--- src/rtl/merged_pe_array.sv ---
// merged_pe_array
// Pipelined array of P merged f/g processing elements for the polar SC
// decoder datapath. Each lane takes two W-bit two's-complement LLRs and
// produces the min-sum f result, both saturated g candidates (b+a, b-a),
// the g picked by the lane's partial-sum bit, and a saturation flag.
//
// Ports:
//   clk, rst             clock, synchronous active-high reset
//   in_valid / in_ready  input beat handshake (in_ready combinational from out_ready)
//   llr_a, llr_b         lane i operand at [i*W +: W]
//   u_sel                lane i partial-sum bit (0 -> g0, 1 -> g1)
//   out_valid / out_ready output beat handshake
//   f_out, g0_out, g1_out, g_out  lane i results, same packing as inputs
//   sat_flag             lane i: g0 or g1 clamped in this beat
//   sat_count, sat_clr   saturating count of accepted beats with any sat_flag, clear
module merged_pe_array #(
  parameter int W  = 9,
  parameter int P  = 4,
  parameter int CW = 16
) (
  input  logic           clk,
  input  logic           rst,
  input  logic           in_valid,
  output logic           in_ready,
  input  logic [P*W-1:0] llr_a,
  input  logic [P*W-1:0] llr_b,
  input  logic [P-1:0]   u_sel,
  output logic           out_valid,
  input  logic           out_ready,
  output logic [P*W-1:0] f_out,
  output logic [P*W-1:0] g0_out,
  output logic [P*W-1:0] g1_out,
  output logic [P*W-1:0] g_out,
  output logic [P-1:0]   sat_flag,
  output logic [CW-1:0]  sat_count,
  input  logic           sat_clr
);

  localparam int M = W - 1;
  localparam logic [M-1:0] MAG_MAX = '1;
  localparam logic [W-1:0] NEG_LIM = {1'b1, {M{1'b0}}};

  // Sign-magnitude y + x. Result is {sign, W-bit magnitude}; the extra
  // magnitude bit holds the overflow that stage 2 clamps.
  function automatic logic [W:0] sm_add(input logic sx, input logic [M-1:0] mx,
                                        input logic sy, input logic [M-1:0] my);
    logic [W:0] r;
    r = '0;
    if (sx == sy) begin
      r[W]     = sy;
      r[W-1:0] = {1'b0, mx} + {1'b0, my};
    end else if (my > mx) begin
      r[W]     = sy;
      r[W-1:0] = {1'b0, my - mx};
    end else if (mx > my) begin
      r[W]     = sx;
      r[W-1:0] = {1'b0, mx - my};
    end
    // equal magnitudes with unlike signs: positive zero (r stays 0)
    return r;
  endfunction

  function automatic logic [W-1:0] to_tc(input logic s, input logic [M-1:0] m);
    logic [W-1:0] t;
    t = {1'b0, m};
    return s ? (W'(0) - t) : t;
  endfunction

  logic           v1, v2, adv1, adv2;
  logic [P-1:0]   fs1, g0s1, g1s1, u1;
  logic [P*M-1:0] fm1;
  logic [P*W-1:0] g0m1, g1m1;

  logic [P-1:0]   fs_d, g0s_d, g1s_d, sat_d;
  logic [P*M-1:0] fm_d;
  logic [P*W-1:0] g0m_d, g1m_d, f_d, g0_d, g1_d, g_d;

  assign adv2      = ~v2 | out_ready;
  assign adv1      = ~v1 | adv2;
  assign in_ready  = adv1;
  assign out_valid = v2;

  for (genvar i = 0; i < P; i++) begin : g_lane
    logic [W-1:0] a, b;
    logic         sa, sb;
    logic [M-1:0] ma, mb;
    logic [W:0]   g0_sm, g1_sm;
    logic         g0_ov, g1_ov;
    logic [M-1:0] g0_m, g1_m;
    logic [W-1:0] g0_tc, g1_tc;

    // stage 1: clamp the most negative code, convert to sign-magnitude
    assign a  = llr_a[i*W +: W];
    assign b  = llr_b[i*W +: W];
    assign sa = a[W-1];
    assign sb = b[W-1];
    assign ma = (a == NEG_LIM) ? MAG_MAX : (sa ? (M'(0) - a[M-1:0]) : a[M-1:0]);
    assign mb = (b == NEG_LIM) ? MAG_MAX : (sb ? (M'(0) - b[M-1:0]) : b[M-1:0]);

    assign g0_sm = sm_add(sa, ma, sb, mb);
    assign g1_sm = sm_add(~sa, ma, sb, mb);

    assign fs_d[i]           = sa ^ sb;
    assign fm_d[i*M +: M]    = (ma <= mb) ? ma : mb;
    assign g0s_d[i]          = g0_sm[W];
    assign g1s_d[i]          = g1_sm[W];
    assign g0m_d[i*W +: W]   = g0_sm[W-1:0];
    assign g1m_d[i*W +: W]   = g1_sm[W-1:0];

    // stage 2: clamp magnitudes, re-encode, select
    assign g0_ov = g0m1[i*W +: W] > {1'b0, MAG_MAX};
    assign g1_ov = g1m1[i*W +: W] > {1'b0, MAG_MAX};
    assign g0_m  = g0_ov ? MAG_MAX : g0m1[i*W +: M];
    assign g1_m  = g1_ov ? MAG_MAX : g1m1[i*W +: M];
    assign g0_tc = to_tc(g0s1[i], g0_m);
    assign g1_tc = to_tc(g1s1[i], g1_m);

    assign f_d[i*W +: W]  = to_tc(fs1[i], fm1[i*M +: M]);
    assign g0_d[i*W +: W] = g0_tc;
    assign g1_d[i*W +: W] = g1_tc;
    assign g_d[i*W +: W]  = u1[i] ? g1_tc : g0_tc;
    assign sat_d[i]       = g0_ov | g1_ov;
  end

  always_ff @(posedge clk) begin
    if (rst) begin
      v1       <= 1'b0;
      v2       <= 1'b0;
      fs1      <= '0;
      fm1      <= '0;
      g0s1     <= '0;
      g1s1     <= '0;
      g0m1     <= '0;
      g1m1     <= '0;
      u1       <= '0;
      f_out    <= '0;
      g0_out   <= '0;
      g1_out   <= '0;
      g_out    <= '0;
      sat_flag <= '0;
    end else begin
      if (adv1) begin
        v1 <= in_valid;
        if (in_valid) begin
          fs1  <= fs_d;
          fm1  <= fm_d;
          g0s1 <= g0s_d;
          g1s1 <= g1s_d;
          g0m1 <= g0m_d;
          g1m1 <= g1m_d;
          u1   <= u_sel;
        end
      end
      if (adv2) begin
        v2 <= v1;
        // only real beats overwrite the outputs, so data holds across bubbles
        if (v1) begin
          f_out    <= f_d;
          g0_out   <= g0_d;
          g1_out   <= g1_d;
          g_out    <= g_d;
          sat_flag <= sat_d;
        end
      end
    end
  end

  always_ff @(posedge clk) begin
    if (rst || sat_clr) begin
      sat_count <= '0;
    end else if (v2 && out_ready && (|sat_flag) && (sat_count != '1)) begin
      sat_count <= sat_count + CW'(1);
    end
  end

endmodule
--- config.mk ---
export PLATFORM = sky130hd
export DESIGN_NAME = merged_pe_array
export DESIGN_NICKNAME = d
export VERILOG_FILES = /design/src/rtl/merged_pe_array.sv
export SDC_FILE = /design/constraint.sdc
export NUM_CORES = 1
export LEC_CHECK = 0
export ABC_CLOCK_PERIOD_IN_PS = 4950
export BUFFER_PORTS_ARGS = -buffer_cell sky130_fd_sc_hd__buf_2
export CORE_MARGIN = 4
export CORE_UTILIZATION = 35
export DETAILED_ROUTE_END_ITERATION = 6
export PLACE_DENSITY = 0.51
export SLEW_MARGIN = 20
export SYNTH_ARGS = -nofsm -noshare
export SYNTH_HDL_FRONTEND = slang
export SYNTH_SLANG_ARGS = --single-unit
--- constraint.sdc ---
create_clock -name clk -period 4.95 [get_ports clk]
set_input_delay 0.2475 -clock clk [delete_from_list [all_inputs] [get_ports clk]]
set_output_delay 0.2475 -clock clk [all_outputs]
set_load 0.01 [all_outputs]
# Word-level counts from Yosys, hierarchy flattened
# Index checks and enable logic that the tools add are counted.
dict set report word_totals {
  input_bits 81
  regBits 286
  output_inout_bits 166
  wordCells 176
}
dict set report op_classes {
  eq_ne 17
  addsub 33
  mux 68
  bitwise 16
  n_lt_le_gt_ge 20
  reduce_logical 7
}
# cell n
set op_table {}
lappend op_table {{10-bit two-way mux} 24}
lappend op_table {{8-bit two-way mux} 28}
lappend op_table {{9-bit two-way mux} 16}
lappend op_table {{1-bit by 8-bit subtractor with 9-bit output (first input constant)} 12}
lappend op_table {{9-bit equality test (second input constant)} 8}
lappend op_table {{9-bit by 8-bit greater-than comparator with 1-bit output (second input constant)} 8}
lappend op_table {{8-bit greater-than comparator} 8}
lappend op_table {{1-bit by 8-bit subtractor with 8-bit output (first input constant)} 8}
lappend op_table {{8-bit subtractor} 8}
lappend op_table {{8-bit by 8-bit adder with 9-bit output} 4}
lappend op_table {{8-bit <= comparator} 4}
lappend op_table {{16-bit by 1-bit adder with 16-bit output (second input constant)} 1}
lappend op_table {{16-bit != test (second input constant)} 1}
lappend op_table {{1-bit equality test} 8}
lappend op_table {{1-bit NOT} 6}
lappend op_table {{1-bit bitwise OR} 6}
lappend op_table {{2-bit AND reduction} 2}
lappend op_table {{4-bit OR reduction} 1}
lappend op_table {{1-bit XOR} 4}
lappend op_table {{1-bit logical AND} 3}
lappend op_table {{1-bit logical OR} 1}

# Depth between registers and ports, before layout
dict set report depth {
  depth_word 7
  ltp_mapped 18
  ltp_nobuf 17
}

# Worst setup path before layout
# OpenSTA, ideal clock, no wires.
dict set report synth_timing {
  path_kind {input to register}
  from {input llr_a[0]}
  to {register g1m1[6]}
  arrival_time_ns 3.731
  setup_slack_ns 1.097
  required_time_ns 4.828
  n_path_buf 3
  cell_stages 18
  setup_ns 0.122
  path_cell_list {inv_1 -> ha_1 -> or3b_2 -> nor3_1 -> o21ai_0 -> o21ai_0 -> inv_1 -> ha_1 -> buf_6 -> or4b_4 -> nor4_4 -> a31o_1 -> buf_6 -> or2_2 -> buf_6 -> o22a_2 -> o22ai_1 -> a221o_1}
}
dict set report synth_between {
  elab_chain_len 7
  word_cells_on_any_way 12
  classes_between {add/sub (4); order compare (2); eq/ne (1); mux (5)}
}
# element line
set synth_lines {}
lappend synth_lines {{from (decl)} 25} ;# input logic [P*W-1:0] llr_a,
lappend synth_lines {{1-bit by 8-bit subtractor with 8-bit output} 97} ;# assign ma = (a == NEG_LIM) ? MAG_MAX : (sa ? (M'(0) - a[M-1:0]) : a[M-1:0]);
lappend synth_lines {{8-bit two-way mux} 97}
lappend synth_lines {{8-bit two-way mux (*)} 97}
lappend synth_lines {{8-bit subtractor / 8-bit greater-than comparator (equally long branches)} {57, 55}}
lappend synth_lines {{10-bit two-way mux} 55} ;# end else if (mx > my) begin
lappend synth_lines {{10-bit two-way mux} 52} ;# end else if (my > mx) begin
lappend synth_lines {{10-bit two-way mux (*)} 49} ;# if (sx == sy) begin
lappend synth_lines {{to (signal assigned)} 150} ;# g1m1 <= g1m_d;
lappend synth_lines {{to (decl)} 72} ;# logic [P*W-1:0] g0m1, g1m1;
# Every way passes the cells marked *; elsewhere a longest branch is shown, timed or not.
# A chain may end at the register's enable or synchronous reset.

# Worst setup path in the final report
dict set report layout_timing {
  from {input llr_a[9]}
  to {register g0m1[14]}
}
dict set report layout_between {
  elab_chain_len 7
  word_cells_on_any_way 12
  classes_between {add/sub (4); order compare (2); eq/ne (1); mux (5)}
}
# element line
set layout_lines {}
lappend layout_lines {{1-bit by 8-bit subtractor with 8-bit output} 97}
lappend layout_lines {{8-bit two-way mux} 97}
lappend layout_lines {{8-bit two-way mux (*)} 97}
lappend layout_lines {{8-bit subtractor / 8-bit greater-than comparator (equally long branches)} {57, 55}}
lappend layout_lines {{10-bit two-way mux} 55}
lappend layout_lines {{10-bit two-way mux} 52}
lappend layout_lines {{10-bit two-way mux (*)} 49}
lappend layout_lines {{to (signal assigned)} 149} ;# g0m1 <= g0m_d;
lappend layout_lines {{to (decl)} 72}
# Marked as above.

==> results by group <==
Global routing
  – Vias in the first global route: 17800
  – First-pass GRT wire length: 104000 um
  – Largest net degree at the start of global routing: 145
  – Initial antenna violation count: 0
  – Overflow after GRT: 0
  – GRT Overall Usage: 21.4%

Floorplanning
  – Chip width: 244 um
  – Core Area: 55100 um^2
  – Site Rows: 86
  – Die Footprint: 59500 um^2
  – Chip height: 244 um
  – Top Ports: 247
  – Initial Util: 35.4%

Drt
  – DR iter-0 viols: 1270
  – Router iterations before antenna repair: 6
  – Number of remaining DRC errors: 0
  – Avg Vias per Cell: 5.42
  – Detailed-route wire length per cell: 18.8 um
  – Routed WL: 66300 um
  – Final ANT Viol Nets: 0
  – Total vias in the final route: 19100

Synthesis
  – Synth Flop Type: dfxtp_1
  – Seq cells post-synth: 286
  – Mapped cell area: 19500 um^2
  – Fraction of registers with async set/reset: 0%
  – Largest area contributor in the netlist: dfxtp_1
  – Synth Instances: 2600
  – Sequential area share after synthesis: 29.4%
  – Avg Inst Size Synth: 7.49 um^2
  – Post-synth top area share: 29.4%
  – Syn. warnings: 0
  – Top area cells in the synthesized netlist: dfxtp_1 29%, ha_1 7.5%, nand2_1 6.1%, nor2_1 6.1%, a21oi_1 5.4%
  – Synthesized Nets: 2810
  – Synth unique cells: 72
  – EDFF count, synth: 0

Timing
  – Fmax: 0.252 GHz
  – Final period utilization: 80.1%
  – WHS: 84.4 ps
  – Max-slew headroom: 25.6%
  – # setup viols final: 0
  – Clock Skews: 27.2 ps
  – Setup TNS: 0 ps
  – Slew Viols, Final: 0
  – Unrepaired setup endpoints after global routing: no
  – Worst Max-Slew Pin Slew: 1110 ps
  – Min Tclk post-route: 3970 ps
  – Final Hold Fails: 0

CTS
  – Setup bufs post-CTS: 0
  – Clk buf depth: 3
  – CTS tree: built
  – CTS clk-pin slew, worst paths: 60 ps
  – Clock Latency Late Sink: 570 ps
  – Root buffer cell: clkbuf_16
  – H-tree levels: 2
  – Resized cells post-CTS: 0
  – Cts bufs inserted: 36
  – Clock Sink Count: 286

Place
  – Post-DP HPWL: 50100 um
  – Port Buffers: 246
  – Placer Congestion: 0.908

Worst setup path
  – Worst Setup End Kind: register
  – CP Data Required Time: 5430 ps
  – CP arrival: 4440 ps
  – R2R Path Start: g0m1[26]
  – Worst Setup Start Kind: input pin
  – Setup crit start: llr_a[9]
  – Crit-path max FO: 12
  – Critical path type: input pin to register
  – R2r worst-path depth: 8

Min path
  – Hold path startpoint: out_ready
  – Worst Hold Class: input pin to register
  – Worst Hold Path Cells: 4

Layout
  – # diodes: 0
  – Layout Nets: 2959
  – Fraction of layout cells with a size suffix above 1: 13.4%
  – Area grow syn2layout: 15.8%

Flow run
  – Max Cap Viol: 0

Pwr
  – P_leak: 9.60 nW
  – Maximum VDD drop: 0.247 mV
  – Power per standard cell area: 369 nW/um^2

Outcome
  – Status: complete, no violations
cell usage after synthesis, types with 32 or more instances:
master	count
nand2b_1	32
dfxtp_1	286
nor3_1	72
nor2b_1	45
o21ai_0	88
nand3_1	49
a21oi_1	209
o211ai_1	42
xnor2_1	56
inv_1	141
o31ai_1	36
ha_1	117
nor2_1	316
or3_1	35
a211oi_1	109
mux2i_1	34
nand2_1	319
xor2_1	65
clkbuf_1	147
cell families after synthesis:
| kind of cell | share of synthesized area (%) |
|---|---|
| and+or+nand+nor | 23.0 |
| AOI/OAI and AO/OA | 25.4 |
| muxes | 1.86 |
| buffers and inverters | 6.20 |
| xor gates and xnor gates | 5.44 |
| DFF | 29.4 |
| adders and majority gates | 8.75 |
worst max-delay path: stages:
cell and delay (ps):
buf_2 110, inv_1 70, ha_1 160, or3b_2 460
nor3_1 300, a21boi_0 160, o22ai_1 270, inv_1 130
ha_1 490, nor3_1 400, nand2_1 150, o221ai_1 540
nand2_1 350, o221ai_1 300, a31oi_1 120, o21ai_0 170
state kept, by name, indices dropped and copies added, names as in the netlist:
register,cells
f_out,36
g0_out,36
g0m1,36
g1_out,36
g1m1,36
g_out,36
fm1,32
sat_count,16
fs1,4
g0s1,4
g1s1,4
sat_flag,4
u1,4
out_valid,1
v1,1
where the power goes:
group          internal (mW)  leakage [nW]  total [mW]  switching, mW
Combinational           1.08          6.67        2.83           1.74
Clock                   1.63         0.584        2.73           1.10
Sequential              2.52          2.35        2.77          0.257
final timing paths:
check / endpoint / slack [ps]
hold / removal: out_valid / 80
setup reg to reg: g_out[26] / 2150
hold reg to reg: g_out[30] / 450
setup / recovery: g0m1[14] / 980
metal layers:
metal / share of wire, % / wire length (um) / global-route usage [%]
met5: 0 / 0 / 0
met2: 43 / 28400 / 33.0
met1: 49 / 32500 / 31.0
met4: 2.0 / 1350 / 4.96
met3: 6.0 / 4010 / 4.04
repair_timing:
action | in CTS | in global routing
hold buffers | 5 | 0
endpoints found under the hold margin | 5 | 0
setup endpoints to repair | 0 | 0
layout by cell type, fill, tap and decap left out, types with 49 or more instances in the layout:
| cell type | count |
|---|---|
| xnor2_1 | 56 |
| ha_1 | 117 |
| xor2_1 | 65 |
| nand3_1 | 49 |
| o21ai_0 | 88 |
| nor3_1 | 72 |
| nand2_1 | 318 |
| inv_1 | 141 |
| buf_2 | 245 |
| a21oi_1 | 209 |
| nor2_1 | 315 |
| a211oi_1 | 109 |
| dfxtp_1 | 286 |
cell type report:
type                       instances  area, um^2
inverter                         142         533
clock buffer                      48         986
tap                              748         936
multi-input combinational       2002       12600
sequential                       286        5730
fill                            5748       32500
clock inverter                    16         225
timing repair buffer             281        1570
per-stage QoR:
stage / std cells / setup slack [ps] / total power [mW] / cell area [um^2] / utilization [%]
floorplan: 2600 / 1100 / 4.73 / 19500 / -
CTS: 3522 / 1090 / 8.40 / 22500 / 40.9
finish: 3523 / 984 / 8.33 / 22600 / 41.0
global route: 3523 / 606 / 8.84 / 22600 / 41.0
global placement: 3453 / 655 / 5.60 / 21300 / 38.6
detailed placement: 3453 / 519 / 5.61 / 21300 / 38.6
Power figures use the tool's default switching activity.
